===== src/rtl/sram_s_fifo_ctrl.sv =====
// Synchronous FIFO controller that uses a simple dual-port SRAM (sram_s) as its storage.
// Define SRAM_FIFO_ERR_EN to add the sticky overflow/underflow outputs.
module sram_s_fifo_ctrl #(
  parameter int ADDR_WIDTH = 4,
  parameter int DATA_WIDTH = 8,
  parameter int DATA_DEPTH = 16
) (
  input  logic                  clk,
  input  logic                  rst,
  input  logic                  en,
  input  logic                  push,
  input  logic [DATA_WIDTH-1:0] push_data,
  input  logic                  pop,
  output logic                  pop_valid,
  output logic [DATA_WIDTH-1:0] pop_data,
  output logic                  full,
  output logic                  empty,
  output logic [ADDR_WIDTH:0]   count,
  output logic                  ce,
  output logic [ADDR_WIDTH-1:0] waddr,
  output logic                  we,
  output logic [DATA_WIDTH-1:0] wdata,
  output logic [ADDR_WIDTH-1:0] raddr,
  output logic                  re,
  input  logic [DATA_WIDTH-1:0] rdata
`ifdef SRAM_FIFO_ERR_EN
  ,
  output logic                  overflow,
  output logic                  underflow
`endif
);

  localparam logic RstEnable    = 1'b1;
  localparam logic ChipEnable   = 1'b1;
  localparam logic ChipDisable  = 1'b0;
  localparam logic WriteEnable  = 1'b1;
  localparam logic WriteDisable = 1'b0;
  localparam logic ReadEnable   = 1'b1;
  localparam logic ReadDisable  = 1'b0;

  localparam logic [ADDR_WIDTH:0] DepthCnt = (ADDR_WIDTH + 1)'(DATA_DEPTH);

  if (DATA_DEPTH != (1 << ADDR_WIDTH)) begin : g_depth_chk
    $error("sram_s_fifo_ctrl: DATA_DEPTH must equal 2**ADDR_WIDTH");
  end

  logic [ADDR_WIDTH-1:0] r_wr_ptr;
  logic [ADDR_WIDTH-1:0] r_rd_ptr;
  logic [ADDR_WIDTH:0]   r_count;
  logic                  r_full;
  logic                  r_empty;
  logic                  r_pend;

  logic                  w_run;
  logic                  w_push_acc;
  logic                  w_pop_acc;
  logic [ADDR_WIDTH:0]   w_count_nxt;

  // Accepts use the registered flags, so a same-cycle push/pop sees pre-update state.
  assign w_run      = en && (rst != RstEnable);
  assign w_push_acc = w_run && push && !r_full;
  assign w_pop_acc  = w_run && pop  && !r_empty;

  assign ce = w_run ? ChipEnable : ChipDisable;

  // NOTE: every output of a combinational block gets a default first so no latch is inferred.
  always_comb begin
    we    = WriteDisable;
    waddr = '0;
    wdata = '0;
    re    = ReadDisable;
    raddr = '0;
    if (w_push_acc) begin
      we    = WriteEnable;
      waddr = r_wr_ptr;
      wdata = push_data;
    end
    if (w_pop_acc) begin
      re    = ReadEnable;
      raddr = r_rd_ptr;
    end
  end

  always_comb begin
    w_count_nxt = r_count;
    unique case ({w_push_acc, w_pop_acc})
      2'b10:   w_count_nxt = r_count + 1'b1;
      2'b01:   w_count_nxt = r_count - 1'b1;
      default: w_count_nxt = r_count;
    endcase
  end

  // NOTE: state registers use non-blocking assignments so all flops update together at the edge.
  always_ff @(posedge clk) begin
    if (rst == RstEnable) begin
      r_wr_ptr <= '0;
      r_rd_ptr <= '0;
      r_count  <= '0;
      r_full   <= 1'b0;
      r_empty  <= 1'b1;
      r_pend   <= 1'b0;
    end else begin
      if (w_push_acc) r_wr_ptr <= r_wr_ptr + 1'b1;
      if (w_pop_acc)  r_rd_ptr <= r_rd_ptr + 1'b1;
      r_count <= w_count_nxt;
      r_full  <= (w_count_nxt == DepthCnt);
      r_empty <= (w_count_nxt == '0);
      r_pend  <= w_pop_acc;
    end
  end

  // The SRAM returns data one cycle after re, exactly when r_pend is high.
  assign pop_valid = r_pend;
  assign pop_data  = r_pend ? rdata : '0;
  assign full      = r_full;
  assign empty     = r_empty;
  assign count     = r_count;

`ifdef SRAM_FIFO_ERR_EN
  logic r_overflow;
  logic r_underflow;

  always_ff @(posedge clk) begin
    if (rst == RstEnable) begin
      r_overflow  <= 1'b0;
      r_underflow <= 1'b0;
    end else begin
      if (en && push && r_full)  r_overflow  <= 1'b1;
      if (en && pop  && r_empty) r_underflow <= 1'b1;
    end
  end

  assign overflow  = r_overflow;
  assign underflow = r_underflow;
`endif

endmodule


===== config.mk =====
export PLATFORM = sky130hd
export DESIGN_NAME = sram_s_fifo_ctrl
export DESIGN_NICKNAME = d
export VERILOG_FILES = /design/src/rtl/sram_s_fifo_ctrl.sv
export SDC_FILE = /design/constraint.sdc
export NUM_CORES = 1
export LEC_CHECK = 0
export BUFFER_PORTS_ARGS = -buffer_cell sky130_fd_sc_hd__buf_4
export CORE_MARGIN = 4
export CORE_UTILIZATION = 43
export DETAILED_ROUTE_END_ITERATION = 8
export PLACE_DENSITY = 0.78
export SETUP_SLACK_MARGIN = 0.3
export SLEW_MARGIN = 0
export SYNTH_ARGS = -nofsm -noshare
export SYNTH_HDL_FRONTEND = slang
export SYNTH_SLANG_ARGS = --single-unit

===== constraint.sdc =====
create_clock -name clk -period 3.7 [get_ports clk]
set_clock_uncertainty 0.1 [all_clocks]
set_input_delay 0.74 -clock clk [delete_from_list [all_inputs] [get_ports clk]]
set_output_delay 0.74 -clock clk [all_outputs]
set_load 0.005 [all_outputs]

# Word-level counts from Yosys, hierarchy flattened
# Index checks and enable logic that the tools add are counted.
dict set report classes {
  mux 8
  add_sub_neg 4
  n_reduce_logical 8
  n_bitwise 1
  eq_ne 3
}
# op n
set ops {}
lappend ops {{$mux W8} 2}
lappend ops {{$pmux W5 S2} 1}
lappend ops {{$add A4 B1 Y4 const B} 2}
lappend ops {{$mux W4} 2}
lappend ops {{$add A5 B1 Y5 const B} 1}
lappend ops {{$eq A5 B5 Y1 const B} 1}
lappend ops {{$logic_and A1 B1 Y1} 5}
lappend ops {{$logic_not A5 Y1} 1}
lappend ops {{$sub A5 B1 Y5 const B} 1}
lappend ops {{$mux W1} 3}
lappend ops {{$eq A2 B1 Y1 const B} 1}
lappend ops {{$eq A2 B2 Y1 const B} 1}
lappend ops {{$logic_not A1 Y1} 2}
lappend ops {{$not A1 Y1} 1}
dict set report totals {
  regBits 16
  inputBits 21
  wordCells 30
}

# Logic depth before layout (Yosys ltp)
# Gate-level depths: netlist (run 1).
dict set report logic_depth {
  depth_word 7
  mapped_depth 14
  ltp_nobuf 10
}

# Worst setup path after synthesis (run 1)
# No wires, ideal clock.
dict set report synth_path {
  kind {in2reg}
  start {in rst}
  end {reg r_full (netlist: full)}
  path_buffers 4
  setup_ns 0.117
  slack_ns 0.249
  arrival_ns 3.234
  required_ns 3.483
  stages 14
  path_cell_list {buf_2 > and4bb_2 > buf_4 > clkbuf_1 > inv_1 > ha_1 > buf_6 > xor2_1 > ha_1 > mux2_2 > o21ai_0 > nand3_1 > xor2_1 > and4bb_1}
}
dict set report synth_between {
  elab_chain_len 7
}
# element line_no
set synth_lines {}
lappend synth_lines {{start: declaration} 9} ;# input logic rst,
lappend synth_lines {{$not A1 Y1} 60} ;# assign w_run = en && (rst != RstEnable);
lappend synth_lines {{$logic_and A1 B1 Y1} 60}
lappend synth_lines {{$logic_and A1 B1 Y1 (on tied branches) (2 in a row)} {62, 61}}
lappend synth_lines {{$eq A2 B1 Y1 / $eq A2 B2 Y1 (equally long branches)} 86} ;# unique case ({w_push_acc, w_pop_acc})
lappend synth_lines {{$pmux W5 S2} 86}
lappend synth_lines {{$eq A5 B5 Y1} 106} ;# r_full <= (w_count_nxt == DepthCnt);
lappend synth_lines {{end signal: assignment} 106}
lappend synth_lines {{end: declaration} 50} ;# logic r_full;
# Parallel ways exist; a longest one is shown, timed or not.
# A chain may end at the register's enable or synchronous reset.

# Worst setup path in the final report (run 1)
# Ends and elaborated chain as after synthesis.

==> summary.txt, run 1 <==
Cells and area
  – Area growth syn-to-layout: 45.6%
  – Finished Cell Area: 1450 um^2
  – Fin util: 65.4%
  – Layout cells sized above 1: 38.7%
  – Antenna diode count: 0
  – Filler instances: 200
  – # nets final: 195

STA
  – Setup violators final: 0
  – Fin crit share: 82.8%
  – Max Slew Vio Count: 0
  – Final hold vios: 0
  – RSZ-0062 raised after global routing: false
  – Final min period: 3.06 ns
  – Worst slew margin: 76.4%
  – Achievable Freq: 327 MHz
  – Hold slack: 0.383 ns
  – Final setup TNS: 0 ns
  – Worst Tran Pin Value: 0.348 ns

Place
  – Buffers on Ports: 55
  – Routability-driven placement congestion ratio: 0.805
  – Hpwl dp: 1900 um
  – Placed Area: 1410 um^2

Die
  – Core Region: 2210 um^2
  – Starting Density: 44.9%
  – DIE AREA: 3140 um^2
  – # IOs: 56
  – Cell Rows: 17
  – Vert. Die Dim: 56.1 um
  – Horiz. Die Dim: 56.1 um

Setup path
  – WP data arrival: 3.14 ns
  – CP max FO: 19
  – Max incr delay on CP: 0.44 ns
  – Slowest stage cell, crit path: and4bb_2
  – Kind of critical path: primary input to register
  – CP bufs+invs: 1
  – Setup crit end kind: register
  – Worst-path cell chain: buf_4, and4bb_2, ha_1, xor2_1, ha_1, mux2_2, o21ai_0, nand3_1, xor2_1, and4bb_1
  – Critical Path RT: 3.78 ns
  – Startpoint types: primary input
  – Delay-heaviest family, CP: simple AND/OR/NAND/NOR gates

Clock network
  – # hold bufs at CTS: 0
  – CTS H-tree depth: 1
  – CTS Buffer Depth: 2
  – Clk_lat worst skew: 0.28 ns
  – Worst-path clk slew: 0.10 ns
  – Post-cts resize count: 0
  – CTS tree: yes
  – Post-CTS setup buffers: 0
  – Cts bufs inserted: 3
  – CTS Root Cell: clkbuf_4
  – Sink Count: 16

Synth
  – Synthesized instance count: 114
  – Yosys synthesis warning count: 0
  – Syn Nets: 140
  – Synth area leader: dfxtp_1
  – Synth area leaders: dfxtp_1, and2_1, ha_1, xor2_1, nor2_1
  – Post-synth top flop: dfxtp_1
  – Synth cell types: 33
  – Sequential share of the synthesized area: 32.2%
  – EDFF count, synth: 0
  – Yosys top cell area share: 32.2%
  – Avg Cell Area, Syn: 8.71 um^2
  – Post-synth ARST share: 0%
  – Seq cells post-synth: 16
  – Cell Area, Synth: 993 um^2
  – Top post-synthesis cells by count: and2_1, dfxtp_1, nor2_1
  – Most frequent cell after synthesis: and2_1

Routing
  – Top layer in use: met4
  – TritonRoute pass-1 iters: 4
  – Average wire per standard cell: 12.0 um
  – Via count: 951
  – Met2 routed WL: 1210 um
  – Met3 wire len: 154 um
  – DR DRC count: 0
  – Vias per cell: 4.85
  – Post-DRT Antenna Nets: 0
  – Metal-1 WL: 971 um
  – DRT Wirelength: 2350 um
  – Detailed Route Iter0 Violations: 10

GRT
  – Number of global-route vias before repair: 905
  – Largest net degree at the start of global routing: 20
  – First-pass GRT wire length: 3940 um
  – GRT overflow: 0
  – Initial antenna violation count: 0
  – GRT Overall Usage: 15.2%

Pwr
  – Maximum vdd drop: 0.262 mV
  – Pwr dens: 239 nW/um^2
  – Leak pwr: 0.707 nW

Job
  – Max-cap violation count: 0

Min path
  – Worst hold path type: register to register

Outcome
  – Outcome: finished clean
-- area by class of cell --
cell class | instances | area, um^2 | share of cell area [%]
multi-input cells | 89 | 623 | 43.1
clock buffers | 4 | 36.3 | 2.51
flip-flops and latches | 16 | 320 | 22.1
well taps | 28 | 35.0 | 2.42
inverters | 3 | 11.3 | 0.779
repair buffers | 56 | 420 | 29.1
-- layout by cell type (no fill, tap or decap), types with 4 or more instances in the layout --
cell / netlist / layout
buf_4: 2 / 56
and2_1: 24 / 24
dfxtp_1: 16 / 16
nor2_1: 12 / 12
xor2_1: 7 / 7
nand2_1: 6 / 6
ha_1: 5 / 5
mux2i_1: 4 / 4
-- layer usage --
layer	track usage, %	up-vias
met5	0	-
met4	4.07	0
met3	5.10	2
met2	26.5	27
met1	17.5	432
li1	-	490
-- worst paths after layout --
kind / startpoint / end / slack [ns] / cells after the start
worst max register to register: empty / full / 0.95 / 9
worst max-delay path: rst / full / 0.64 / 10
worst min-delay path: empty / pop_valid / 0.38 / 1
worst min register to register: empty / pop_valid / 0.38 / 1
-- per-stage QoR --
| stage | worst slack [ns] | cells | total power, mW |
|---|---|---|---|
| 2_1_floorplan | 0.342 | 114 | 0.207 |
| 3_3_place_gp | 0.443 | 192 | 0.236 |
| 3_5_place_dp | 0.328 | 192 | 0.237 |
| 4_1_cts | 0.641 | 196 | 0.351 |
| 5_1_grt | 0.502 | 196 | 0.367 |
| 6_report | 0.638 | 196 | 0.346 |
-- flip-flops by register name (all words and copies together) (netlist names) --
register and flops:
r_rd_ptr 4, count 5, full 1, pop_valid 1, r_wr_ptr 4, empty 1
-- report_power, final --
| part | leakage [nW] | internal, mW | switching, mW |
|---|---|---|---|
| sequential | 0.129 | 0.176 | 0.00438 |
| combinational | 0.557 | 0.0332 | 0.0192 |
| clock | 0.0210 | 0.0597 | 0.0535 |
-- logic make-up after synthesis --
family                     synth area share [%]
muxes                                      5.16
adders and majority gates                  6.30
AOI/OAI and AO/OA                          8.57
DFF                                        32.2
buffers and inverters                      5.04
and+or+nand+nor                            33.9
xor gates and xnor gates                   8.82
Note: power is estimated with default switching activity, not from simulation.
==> run 2: changes to the inputs <==
==> constraint.sdc (replaced) <==
create_clock -name clk -period 3.14 [get_ports clk]
set_clock_uncertainty 0.1 [all_clocks]
set_input_delay 0.628 -clock clk [delete_from_list [all_inputs] [get_ports clk]]
set_output_delay 0.628 -clock clk [all_outputs]
set_load 0.005 [all_outputs]
==> run 2 against run 1 <==
  * Hold slack better by 0.0036 ns
  * Combinational power grew 26%
  * Critical path depth is 1 higher
  * Clock power up 19%
  * Flip-flop and latch count did not move
  * Power grew 20%
  * Utilization increased by 1.6 points
  * Global-route usage rose by 0.99 points
  * Sequential power up 18%
  * Via count rose by 2.3%
  * Critical endpoint unchanged
  * Critical path type unchanged
  * Wire length rose by 5.4%
==> summary.txt, run 2 (synthesis results as in run 1) <==
Clock network
  – Sink Count: 16 (unchanged)
  – CTS Root Cell: clkbuf_4 (unchanged)
  – CTS tree: yes (unchanged)
  – CTS H-tree depth: 1 (unchanged)
  – # hold bufs at CTS: 0 (unchanged)
  – Post-CTS setup buffers: 0 (unchanged)
  – Clk_lat worst skew: 0.28 ns (about the same)
  – Worst-path clk slew: 0.10 ns (about the same)
  – Post-cts resize count: 0 (unchanged)
  – Cts bufs inserted: 3 (unchanged)
  – CTS Buffer Depth: 2 (unchanged)

STA
  – Final worst slack: 0.532 ns (was 0.638 ns)
  – Final hold vios: 0 (unchanged)
  – Setup violators final: 0 (unchanged)
  – Achievable Freq: 383 MHz
  – Final min period: 2.61 ns
  – Worst Tran Pin Value: 0.328 ns (was 0.348 ns)
  – RSZ-0062 raised after global routing: false (unchanged)
  – Max Slew Vio Count: 0 (unchanged)
  – Worst slew margin: 77.8% (was 76.4%)
  – Fin crit share: 83.1%
  – Final setup TNS: 0 ns (unchanged)

Setup path
  – Kind of critical path: primary input to register (unchanged)
  – Worst-path cell chain: buf_4, and4bb_2, inv_4, ha_4, xor2_1, ha_2, mux2_4, o21ai_1, nand3_1, xor2_1, and4bb_1 (was buf_4, and4bb_2, ha_1, xor2_1, ha_1, mux2_2, o21ai_0, nand3_1, xor2_1, and4bb_1)
  – WP data arrival: 2.70 ns (was 3.14 ns)
  – Most frequent CP cell: xor2_1
  – CP bufs+invs: 2 (was 1)
  – Crit path depth: 11 (was 10)
  – Setup crit end kind: register (unchanged)
  – Delay-heaviest family, CP: simple AND/OR/NAND/NOR gates (unchanged)
  – Startpoint types: primary input (unchanged)
  – Critical Path RT: 3.23 ns (was 3.78 ns)
  – Slowest stage cell, crit path: and4bb_2 (unchanged)
  – R2R cell count: 10 (was 9)
  – CP max FO: 8 (was 19)
  – Max incr delay on CP: 0.33 ns (was 0.44 ns)

Place
  – Hpwl dp: 2050 um (was 1900 um)
  – Place WS: 0.223 ns (was 0.328 ns)
  – Routability-driven placement congestion ratio: 0.724 (was 0.805)
  – Buffers on Ports: 55 (unchanged)

Pwr
  – Pwr dens: 279 nW/um^2 (was 239 nW/um^2)
  – Sw frac: 22.9% (was 22.3%)
  – Sequential Power Share: 51.4% (was 52.1%)
  – Comb pwr share: 15.9% (was 15.2%)
  – Internal power: 0.319 mW (was 0.269 mW)
  – NetSw: 0.0947 mW (was 0.0770 mW)
  – Leak pwr: 0.717 nW (was 0.707 nW)
  – Total power: 0.413 mW (was 0.346 mW)
  – Maximum vdd drop: 0.314 mV (was 0.262 mV)
  – Clock network fraction of design power: 32.7% (was 32.8%)

GRT
  – Number of global-route vias before repair: 964 (was 905)
  – Initial antenna violation count: 0 (unchanged)
  – GRT overflow: 0 (unchanged)
  – Largest net degree at the start of global routing: 18 (was 20)
  – GRT Overall Usage: 16.2% (was 15.2%)
  – First-pass GRT wire length: 4170 um (was 3940 um)

Routing
  – Detailed Route Iter0 Violations: 13 (was 10)
  – TritonRoute pass-1 iters: 4 (unchanged)
  – DRT Wirelength: 2480 um (was 2350 um)
  – Vias per cell: 4.91 (was 4.85)
  – Post-DRT Antenna Nets: 0 (unchanged)
  – Average wire per standard cell: 12.5 um (was 12.0 um)
  – DR DRC count: 0 (unchanged)
  – Via count: 973 (was 951)

Die
  – DIE AREA: 3140 um^2 (unchanged)
  – Horiz. Die Dim: 56.1 um (unchanged)
  – Vert. Die Dim: 56.1 um (unchanged)
  – # IOs: 56 (unchanged)
  – Core Region: 2210 um^2 (unchanged)
  – Cell Rows: 17 (unchanged)
  – Starting Density: 44.9% (unchanged)

Min path
  – Worst hold path type: register to register (unchanged)
  – WHS Path Cells: 1 (unchanged)

Job
  – Max-cap violation count: 0 (unchanged)

Cells and area
  – Fin util: 67.0% (was 65.4%)
  – Commonest non-fill, non-tap cell in the layout: buf_4 (unchanged)
  – Layout cells sized above 1: 41.2% (was 38.7%)
  – Filler instances: 206 (was 200)
  – Antenna diode count: 0 (unchanged)
  – # nets final: 197 (was 195)
  – Highest-count cells in the layout ignoring fill and taps: buf_4, and2_1, dfxtp_1 (unchanged)
  – Area growth syn-to-layout: 49.2% (was 45.6%)
  – Max reg flops: 5 (unchanged)

Outcome
  – Outcome: finished clean (unchanged)
## run 2: changes by cell type in the layout (fill, tap and decap cells not counted), sizes merged
cell	before	now
buf	56	58
## run 2: power by group through the flow
stage | Sequential, mW | Clock (mW) | Combinational, mW
after CTS | 0.212 | 0.141 | 0.0663
after global routing | 0.213 | 0.151 | 0.0718
after global placement | 0.217 | 0 | 0.0645
after floorplan | 0.216 | 0 | 0.0323
final | 0.212 | 0.135 | 0.0658
after detailed placement | 0.217 | 0 | 0.0660
## run 2: stage by stage
| stage | cell area, um^2 | hold slack [ns] | cells |
|---|---|---|---|
| after floorplan | 1040 | 0.336 | 114 |
| after global placement | 1450 | 0.361 | 194 |
| after detailed placement | 1450 | 0.369 | 194 |
| after CTS | 1480 | 0.385 | 198 |
| after global routing | 1480 | 0.426 | 198 |
| final | 1480 | 0.387 | 198 |
## run 2: layer usage
metal,global-route usage [%],vias to the layer above,wire (um)
li1,-,489,-
met1,17.9,450,999
met2,28.5,32,1280
met3,4.41,2,184
met4,7.12,0,13
met5,0,-,0
## run 2: final timing paths
kind / from / endpoint / slack (ns)
max reg2reg: full / full / 0.65
max: rst / full / 0.53
min reg2reg: empty / pop_valid / 0.39
min: empty / pop_valid / 0.39
## run 2: layout make-up
cell class / instances / area (um^2) / area share (%)
repair buffers: 58 / 435 / 29.4
flip-flops and latches: 16 / 320 / 21.6
inverters: 3 / 13.8 / 0.928
well taps: 28 / 35.0 / 2.36
multi-input cells: 89 / 642 / 43.3
clock buffers: 4 / 36.3 / 2.45
